## config.mk

```make
export PLATFORM = sky130hd
export DESIGN_NAME = memory_array
export DESIGN_NICKNAME = d
export VERILOG_FILES = /design/src/rtl/memory_array.sv
export SDC_FILE = /design/constraint.sdc
export NUM_CORES = 1
export LEC_CHECK = 0
export ABC_CLOCK_PERIOD_IN_PS = 2200
export CAP_MARGIN = 30
export CELL_PAD_IN_SITES_DETAIL_PLACEMENT = 2
export CELL_PAD_IN_SITES_GLOBAL_PLACEMENT = 2
export CORE_MARGIN = 2
export CORE_UTILIZATION = 38
export CTS_CLUSTER_DIAMETER = 100
export DETAILED_ROUTE_END_ITERATION = 10
export GPL_ROUTABILITY_DRIVEN = 0
export GPL_TIMING_DRIVEN = 0
export HOLD_SLACK_MARGIN = 0.03
export PLACE_DENSITY = 0.8
export SYNTH_ARGS = -nofsm -noshare
export SYNTH_HDL_FRONTEND = slang
export SYNTH_SLANG_ARGS = --single-unit
```

## constraint.sdc

```tcl
create_clock -name clk -period 2.2 [get_ports clk]
set_input_delay 0.44 -clock clk [delete_from_list [all_inputs] [get_ports clk]]
set_output_delay 0.44 -clock clk [all_outputs]
set_load 0.01 [all_outputs]
```

## src/rtl/memory_array.sv

```systemverilog
// Flip-flop word array with single-cycle registered reads, ignored out-of-range
// writes and a word-per-cycle clear sequence.
module memory_array #(
  parameter  int WIDTH = 8,
  parameter  int DEPTH = 16,
  localparam int AW    = $clog2(DEPTH)
) (
  input  logic             clk,
  input  logic             rst_n,
  input  logic             sel,
  input  logic             rw,
  input  logic [AW-1:0]    addr,
  input  logic [WIDTH-1:0] in,
  input  logic             clr,
  output logic             ready,
  output logic [WIDTH-1:0] out,
  output logic             out_valid
);

  typedef enum logic {
    IDLE,
    CLEAR
  } state_t;

  localparam logic [AW-1:0] LAST = AW'(DEPTH - 1);

  state_t           state;
  logic [AW-1:0]    cnt;
  logic [WIDTH-1:0] mem [DEPTH];
  logic [WIDTH-1:0] rd_data;
  logic             acc;

  assign ready = (state == IDLE) && !clr;
  assign acc   = sel && ready;

  // Decoded read mux: addresses with no matching word yield zero.
  always_comb begin
    rd_data = '0;
    for (int unsigned i = 0; i < DEPTH; i++) begin
      if (addr == AW'(i)) begin
        rd_data = mem[i];
      end
    end
  end

  always_ff @(posedge clk or negedge rst_n) begin
    if (!rst_n) begin
      state     <= IDLE;
      cnt       <= '0;
      out       <= '0;
      out_valid <= 1'b0;
    end else begin
      out_valid <= 1'b0;
      case (state)
        IDLE: begin
          if (clr) begin
            state <= CLEAR;
          end else if (sel && !rw) begin
            out       <= rd_data;
            out_valid <= 1'b1;
          end
        end
        CLEAR: begin
          if (cnt == LAST) begin
            cnt   <= '0;
            state <= IDLE;
          end else begin
            cnt <= cnt + AW'(1);
          end
        end
        default: state <= IDLE;
      endcase
    end
  end

  // Write decode only matches in-range words, so out-of-range writes fall through.
  always_ff @(posedge clk or negedge rst_n) begin
    if (!rst_n) begin
      for (int unsigned i = 0; i < DEPTH; i++) begin
        mem[i] <= '0;
      end
    end else begin
      for (int unsigned i = 0; i < DEPTH; i++) begin
        if (state == CLEAR && cnt == AW'(i)) begin
          mem[i] <= '0;
        end else if (acc && rw && addr == AW'(i)) begin
          mem[i] <= in;
        end
      end
    end
  end

endmodule

```

==> reports/metrics.csv <==
metric,value,unit
PwrDens,918,nW/um2
area delta synth->final,20.4,%
Core ar.,17400,um2
GRT Max-Usage Layer,met2,
Worst slew margin,37.9,%
Synth Flop Type,dfrtp_1,
placed cell count,833,
final worst-path cycle share,100,%
pin count of the biggest net entering global routing,100,
"Cell Area, Synth",6800,um2
syn_nets,610,
fraction of registers with async set/reset,100,%
reg-to-reg startpoint,state,
Inserted Clock Buffers,17,
drt total wl,27800,um
share of cells above drive strength 1,20.6,%
Fin. Hold Viols,0,
hold_sp,clr,
DRC violation total after the first TritonRoute iteration,505,
Syn Inst Count,589,
skew final,11.2,ps
VDD IR-drop max,0.550,mV
setup TNS,-17.2,ps
CP Class,primary input to flop,
antenna cells,0,
Synth warnings,0,
root buf cell,clkbuf_16,
GRT Total Usage,30.9,%
outcome,"complete, but fails checks",
met3 usage,6.59,%
Least-Margin Pin Slew,932,ps
initial core utilization,39.0,%
drt wl/cell,31.7,um
pre-CTS setup slack,-898,ps
Final ANT Viol Nets,0,
DRT Pass-1 Iters,5,
CTS max path bufs,2,
CP Capture Type,flop,
"most common cell after layout, fill and taps aside",dfrtp_1,
vias in the first global route,6232,
maximum clock rate,453,MHz
hold path endpoint,state,
CTS Sinks,142,
Die Span X,138,um
"Max FO, Critical Path",10,
total power,7520,uW
I/O pin cnt,27,
global-route wire length before repair,41600,um
Hold WS,429,ps
fin nets,660,
M2 GR Usage,49.3,%
post-synthesis sequential area ratio,52.3,%
RSZ-0062 raised after global routing,no,
WP data arrival,2580,ps
most frequent cells in the layout,"142 x dfrtp_1, 116 x a22o_1, 36 x nand2_1, 25 x nor2_1, 21 x a21oi_1",
Mapped Avg Cell Area,11.5,um2
TritonCTS clock tree,yes,
die area,19000,um2
Hold Crit Class,primary input to flop,
clk_lat worst skew,440,ps
Crit Reg-Reg Endpoint,mem[24],
hold depth,3,
Die H,138,um
register clock-pin slew on the reported worst setup and hold paths,70,ps
initial antenna violation count,0,
Final Non-Filler Cells,877,
Critical Path RT,2570,ps
Port Buf Inserts,18,
DRC errors left,0,
Max Cap Viol,0,
R2R setup slack,30,ps
"Slew Viols, Final",0,
critical path startpoint category,primary input,
Worst Reg-to-Reg Cells,7,
Leak,0.00376,uW
Netlist cell types,58,
Post-synth EDFFs,0,
Post-DP HPWL,17900,um
total gr overflow,0,
failing checks,negative setup slack,
GR Util met1,40.6,%
min Tclk post-route,2210,ps
routed vias,5746,
"FF+latch count, synth",142,
Core Rows,48,
setup violators final,3,
final worst slack,-8.36,ps
vias per cell,6.55,
htree depth,4,
## repair_timing
item / in CTS / in global routing
endpoints found under the hold margin: 43 / 0
setup buffers: 10 / 1
pin swaps: 8 / 1
hold buffers: 1 / 0
setup endpoints to repair: 126 / 65
cloned: 0 / 0
gates resized for setup: 51 / 16
## layer usage
metal  vias up  wire, um
li1       2345         -
met2       247     13400
met4         0      1110
met5         -         0
met1      3088     11500
met3        66      1790
## metrics by stage
step / instance area [um2] / util [%]
after floorplan: 6800 / -
after global placement: 7260 / 41.7
after detailed placement: 7290 / 41.9
after CTS: 8120 / 46.6
after global routing: 8190 / 47.0
final: 8190 / 47.0
## kinds of logic after synthesis
kind of cell / synth area share, %
AOI/OAI and AO/OA: 23.9
DFF: 52.3
and+or+nand+nor: 10.5
buffers and inverters: 4.01
muxes: 8.28
adders and majority gates: 0.736
xor gates and xnor gates: 0.258
## worst max-delay path, stage by stage
cell and delay (ps):
clkdlybuf4s50_1 510, and4bb_2 330, buf_4 190, nand2_1 210, nor2_4 90, a41oi_2 550, a22o_1 240
## worst max-delay path by stage
stage,startpoint,endpoint,slack (ps),cells after the start
2_1_floorplan,addr[0],mem[24],370,6
3_3_place_gp,rst_n,mem[98],-4920,1
3_5_place_dp,addr[0],out[4],-900,7
4_1_cts,addr[0],out[7],3,9
5_1_grt,sel,mem[33],3,8
6_report,sel,mem[24],-8,7
## power by group
part / leakage, uW / internal (uW) / switching (uW)
Clock: 0.000283 / 1600 / 1260
Combinational: 0.00151 / 555 / 1130
Sequential: 0.00196 / 2810 / 155
## sequential cells by signal, indices dropped and copies added (netlist names)
register / count
out_valid: 1
state: 1
mem: 128
out: 8
cnt: 4
## synth_stat cells, types with 2 or more instances
master / instances / area share (%)
xnor2_1: 2 / 0.26
o21ai_0: 17 / 1.3
nand3b_1: 2 / 0.22
mux4_2: 12 / 4.0
inv_1: 8 / 0.44
o2bb2ai_1: 2 / 0.26
a22o_1: 116 / 15
nor3_1: 14 / 1.0
mux2_2: 10 / 1.7
o31ai_1: 3 / 0.33
a31oi_1: 13 / 1.2
mux2i_1: 18 / 2.6
dfrtp_1: 142 / 52
nor2_1: 28 / 1.5
buf_4: 6 / 0.66
nor2_2: 6 / 0.55
o22ai_1: 11 / 1.0
a31oi_2: 2 / 0.37
nand4_1: 2 / 0.18
nand2b_1: 7 / 0.64
o22a_1: 3 / 0.39
nor2_8: 4 / 1.2
nand2_1: 36 / 2.0
nor2_4: 2 / 0.33
a21oi_1: 24 / 1.8
nor2b_1: 4 / 0.37
ha_1: 4 / 0.74
or4_1: 2 / 0.22
buf_2: 14 / 1.0
and2_1: 3 / 0.28
buf_1: 10 / 0.55
a211oi_1: 3 / 0.33
a22oi_1: 2 / 0.22
nand3_1: 15 / 1.1
clkbuf_1: 19 / 1.0
## layout make-up
type / instances / area [um2]
multi-input combinational: 387 / 3140
clock buffer: 18 / 439
timing repair buffer: 31 / 308
tap: 225 / 282
buffer: 50 / 295
clock inverter: 14 / 134
sequential: 142 / 3550
fill: 1715 / 9230
inverter: 10 / 38.8
No activity file was read; power rests on OpenSTA's default activity.
==> variant, RTL diff (config.mk and constraints unchanged) <==
Change the parameter `WIDTH` from 8 to 10.
--- a/src/rtl/memory_array.sv
+++ b/src/rtl/memory_array.sv
@@ -1,7 +1,7 @@
 // Flip-flop word array with single-cycle registered reads, ignored out-of-range
 // writes and a word-per-cycle clear sequence.
 module memory_array #(
-  parameter  int WIDTH = 8,
+  parameter  int WIDTH = 10,
   parameter  int DEPTH = 16,
   localparam int AW    = $clog2(DEPTH)
 ) (
Ports: changed (resized in and out); port bits go from 27 to 31. No check against the original RTL was run, so the function may have changed too.
==> variant against the unedited design <==
Sequential power increased by 25%; die area increased by 26%; sequential cell count up 34; final area increased by 21%; total power is 19% higher; largest power group unchanged; worst setup slack better by 0.012 ns; area after synthesis grew 26%; non-clock buffer count increased by 14; synthesized cell count grew 26%; critical path depth is 3 lower; sequential share of layout area up 1.1 points; wire length up 28%.
==> variant: results (changes against the unedited design) <==
Cells and area
The count of plain and timing-repair buffers is 95 (was 81). Largest registers: mem: 160 flops, out: 10 flops, cnt: 4 flops (was mem: 128 flops, out: 8 flops, cnt: 4 flops). The number of sequential cells in the layout is 176 (was 142).

The layout clock buffer count is 17 (was 18). The number of nets in the layout is 806 (was 660). The layout cell share with drive strength beyond 1 was 16.1% (was 20.6%). The number of fillers in the final layout was 2262 (was 1715). The count of multi-input gates is 486 (was 387).

Global route
The global-route met2 utilization was 46.7% (was 49.3%). The met3 usage in global routing came to 7.43% (was 6.59%). The wire length of the first global-routing pass is 53600 um (was 41600 um). The number of global-route vias before repair is 7962 (was 6232).

The overall track demand over capacity in global routing is 30.6% (was 30.9%).

Pwr
The clock-net power was 3.20 mW (was 2.87 mW). The largest vdd supply drop was 434 uV (was 550 uV). The total chip power is 8.94 mW (was 7.52 mW). The cell leakage power is 4.40 nW (was 3.76 nW).

STA
The worst slew margin relative to its limit is 31.9% (was 37.9%). The setup slack after layout was 0.00407 ns (was -0.00836 ns).

Routing
The violation count after the first detailed-routing iteration is 651 (was 505). The detailed route wirelength on metal2 is 16200 um (was 13400 um).

Worst setup path
The source of the worst register-to-register timing path is cnt[3]$_DFFE_PN0P_ (was state$_DFF_PN0_). The worst flop-to-flop path endpoint was mem[101]$_DFFE_PN0P_ (was mem[24]$_DFFE_PN0P_). The cell count of the worst reg-to-reg path is 4 (was 7). The maximum cell stage delay along the critical path was 0.72 ns (was 0.55 ns).

Logic synthesis
Most instantiated cells after synthesis: sky130_fd_sc_hd__dfrtp_1 (176), sky130_fd_sc_hd__a22o_1 (154), sky130_fd_sc_hd__nor2_1 (50), sky130_fd_sc_hd__buf_2 (35), sky130_fd_sc_hd__mux2i_1 (31) (was sky130_fd_sc_hd__dfrtp_1 (142), sky130_fd_sc_hd__a22o_1 (116), sky130_fd_sc_hd__nand2_1 (36), sky130_fd_sc_hd__nor2_1 (28), sky130_fd_sc_hd__a21oi_1 (24)). The proportion of synthesized chip area in sequential cells is 51.2% (was 52.3%). The area fraction in compound gates after synthesis is 27.3% (was 23.9%).

Biggest area contributors in the synthesized netlist: sky130_fd_sc_hd__dfrtp_1 (51%), sky130_fd_sc_hd__a22o_1 (16%), sky130_fd_sc_hd__mux2i_1 (3.6%), sky130_fd_sc_hd__nor2_1 (2.2%), sky130_fd_sc_hd__buf_2 (2.0%) (was sky130_fd_sc_hd__dfrtp_1 (52%), sky130_fd_sc_hd__a22o_1 (15%), sky130_fd_sc_hd__mux4_2 (4.0%), sky130_fd_sc_hd__mux2i_1 (2.6%), sky130_fd_sc_hd__nand2_1 (2.0%)). The share of synthesized area spent on multiplexers was 6.80% (was 8.28%).

Hold path
The cell depth of the worst hold path is 2 (was 3). The start point of the worst min-delay path was in[6] (was clr).

Placement
The pre-CTS setup slack is -0.728 ns (was -0.898 ns).

Outcome
Status: completed (was finished with violations).

Clock tree
The number of buffers inserted to repair setup after CTS was 0 (was 10).
[variant: metrics by stage]
| step | cell area [um^2] | util [%] | instances |
|---|---|---|---|
| 6_report | 9890 | 44.1 | 1081 |
| 3_5_place_dp | 9160 | 40.8 | 1048 |
| 2_1_floorplan | 8590 | - | 744 |
| 3_3_place_gp | 9130 | 40.7 | 1047 |
| 4_1_cts | 9820 | 43.8 | 1081 |
| 5_1_grt | 9890 | 44.1 | 1081 |
[variant: timing repair]
item,4_1_cts,5_1_grt
resized for setup,9,14
endpoints found under the setup margin,9,62
hold buffers,1,0
endpoints found under the hold margin,78,0
pin swaps,0,1
[variant: logic make-up (layout without fill, tap and decap cells)]
group,after synthesis,after routing
AO/OA/AOI/OAI,282,282
AND/OR/NAND/NOR,151,151
buffers and inverters,82,134
XOR/XNOR,2,2
flip-flops,176,176
multiplexers,47,47
adder cells (fa/ha/maj),4,4
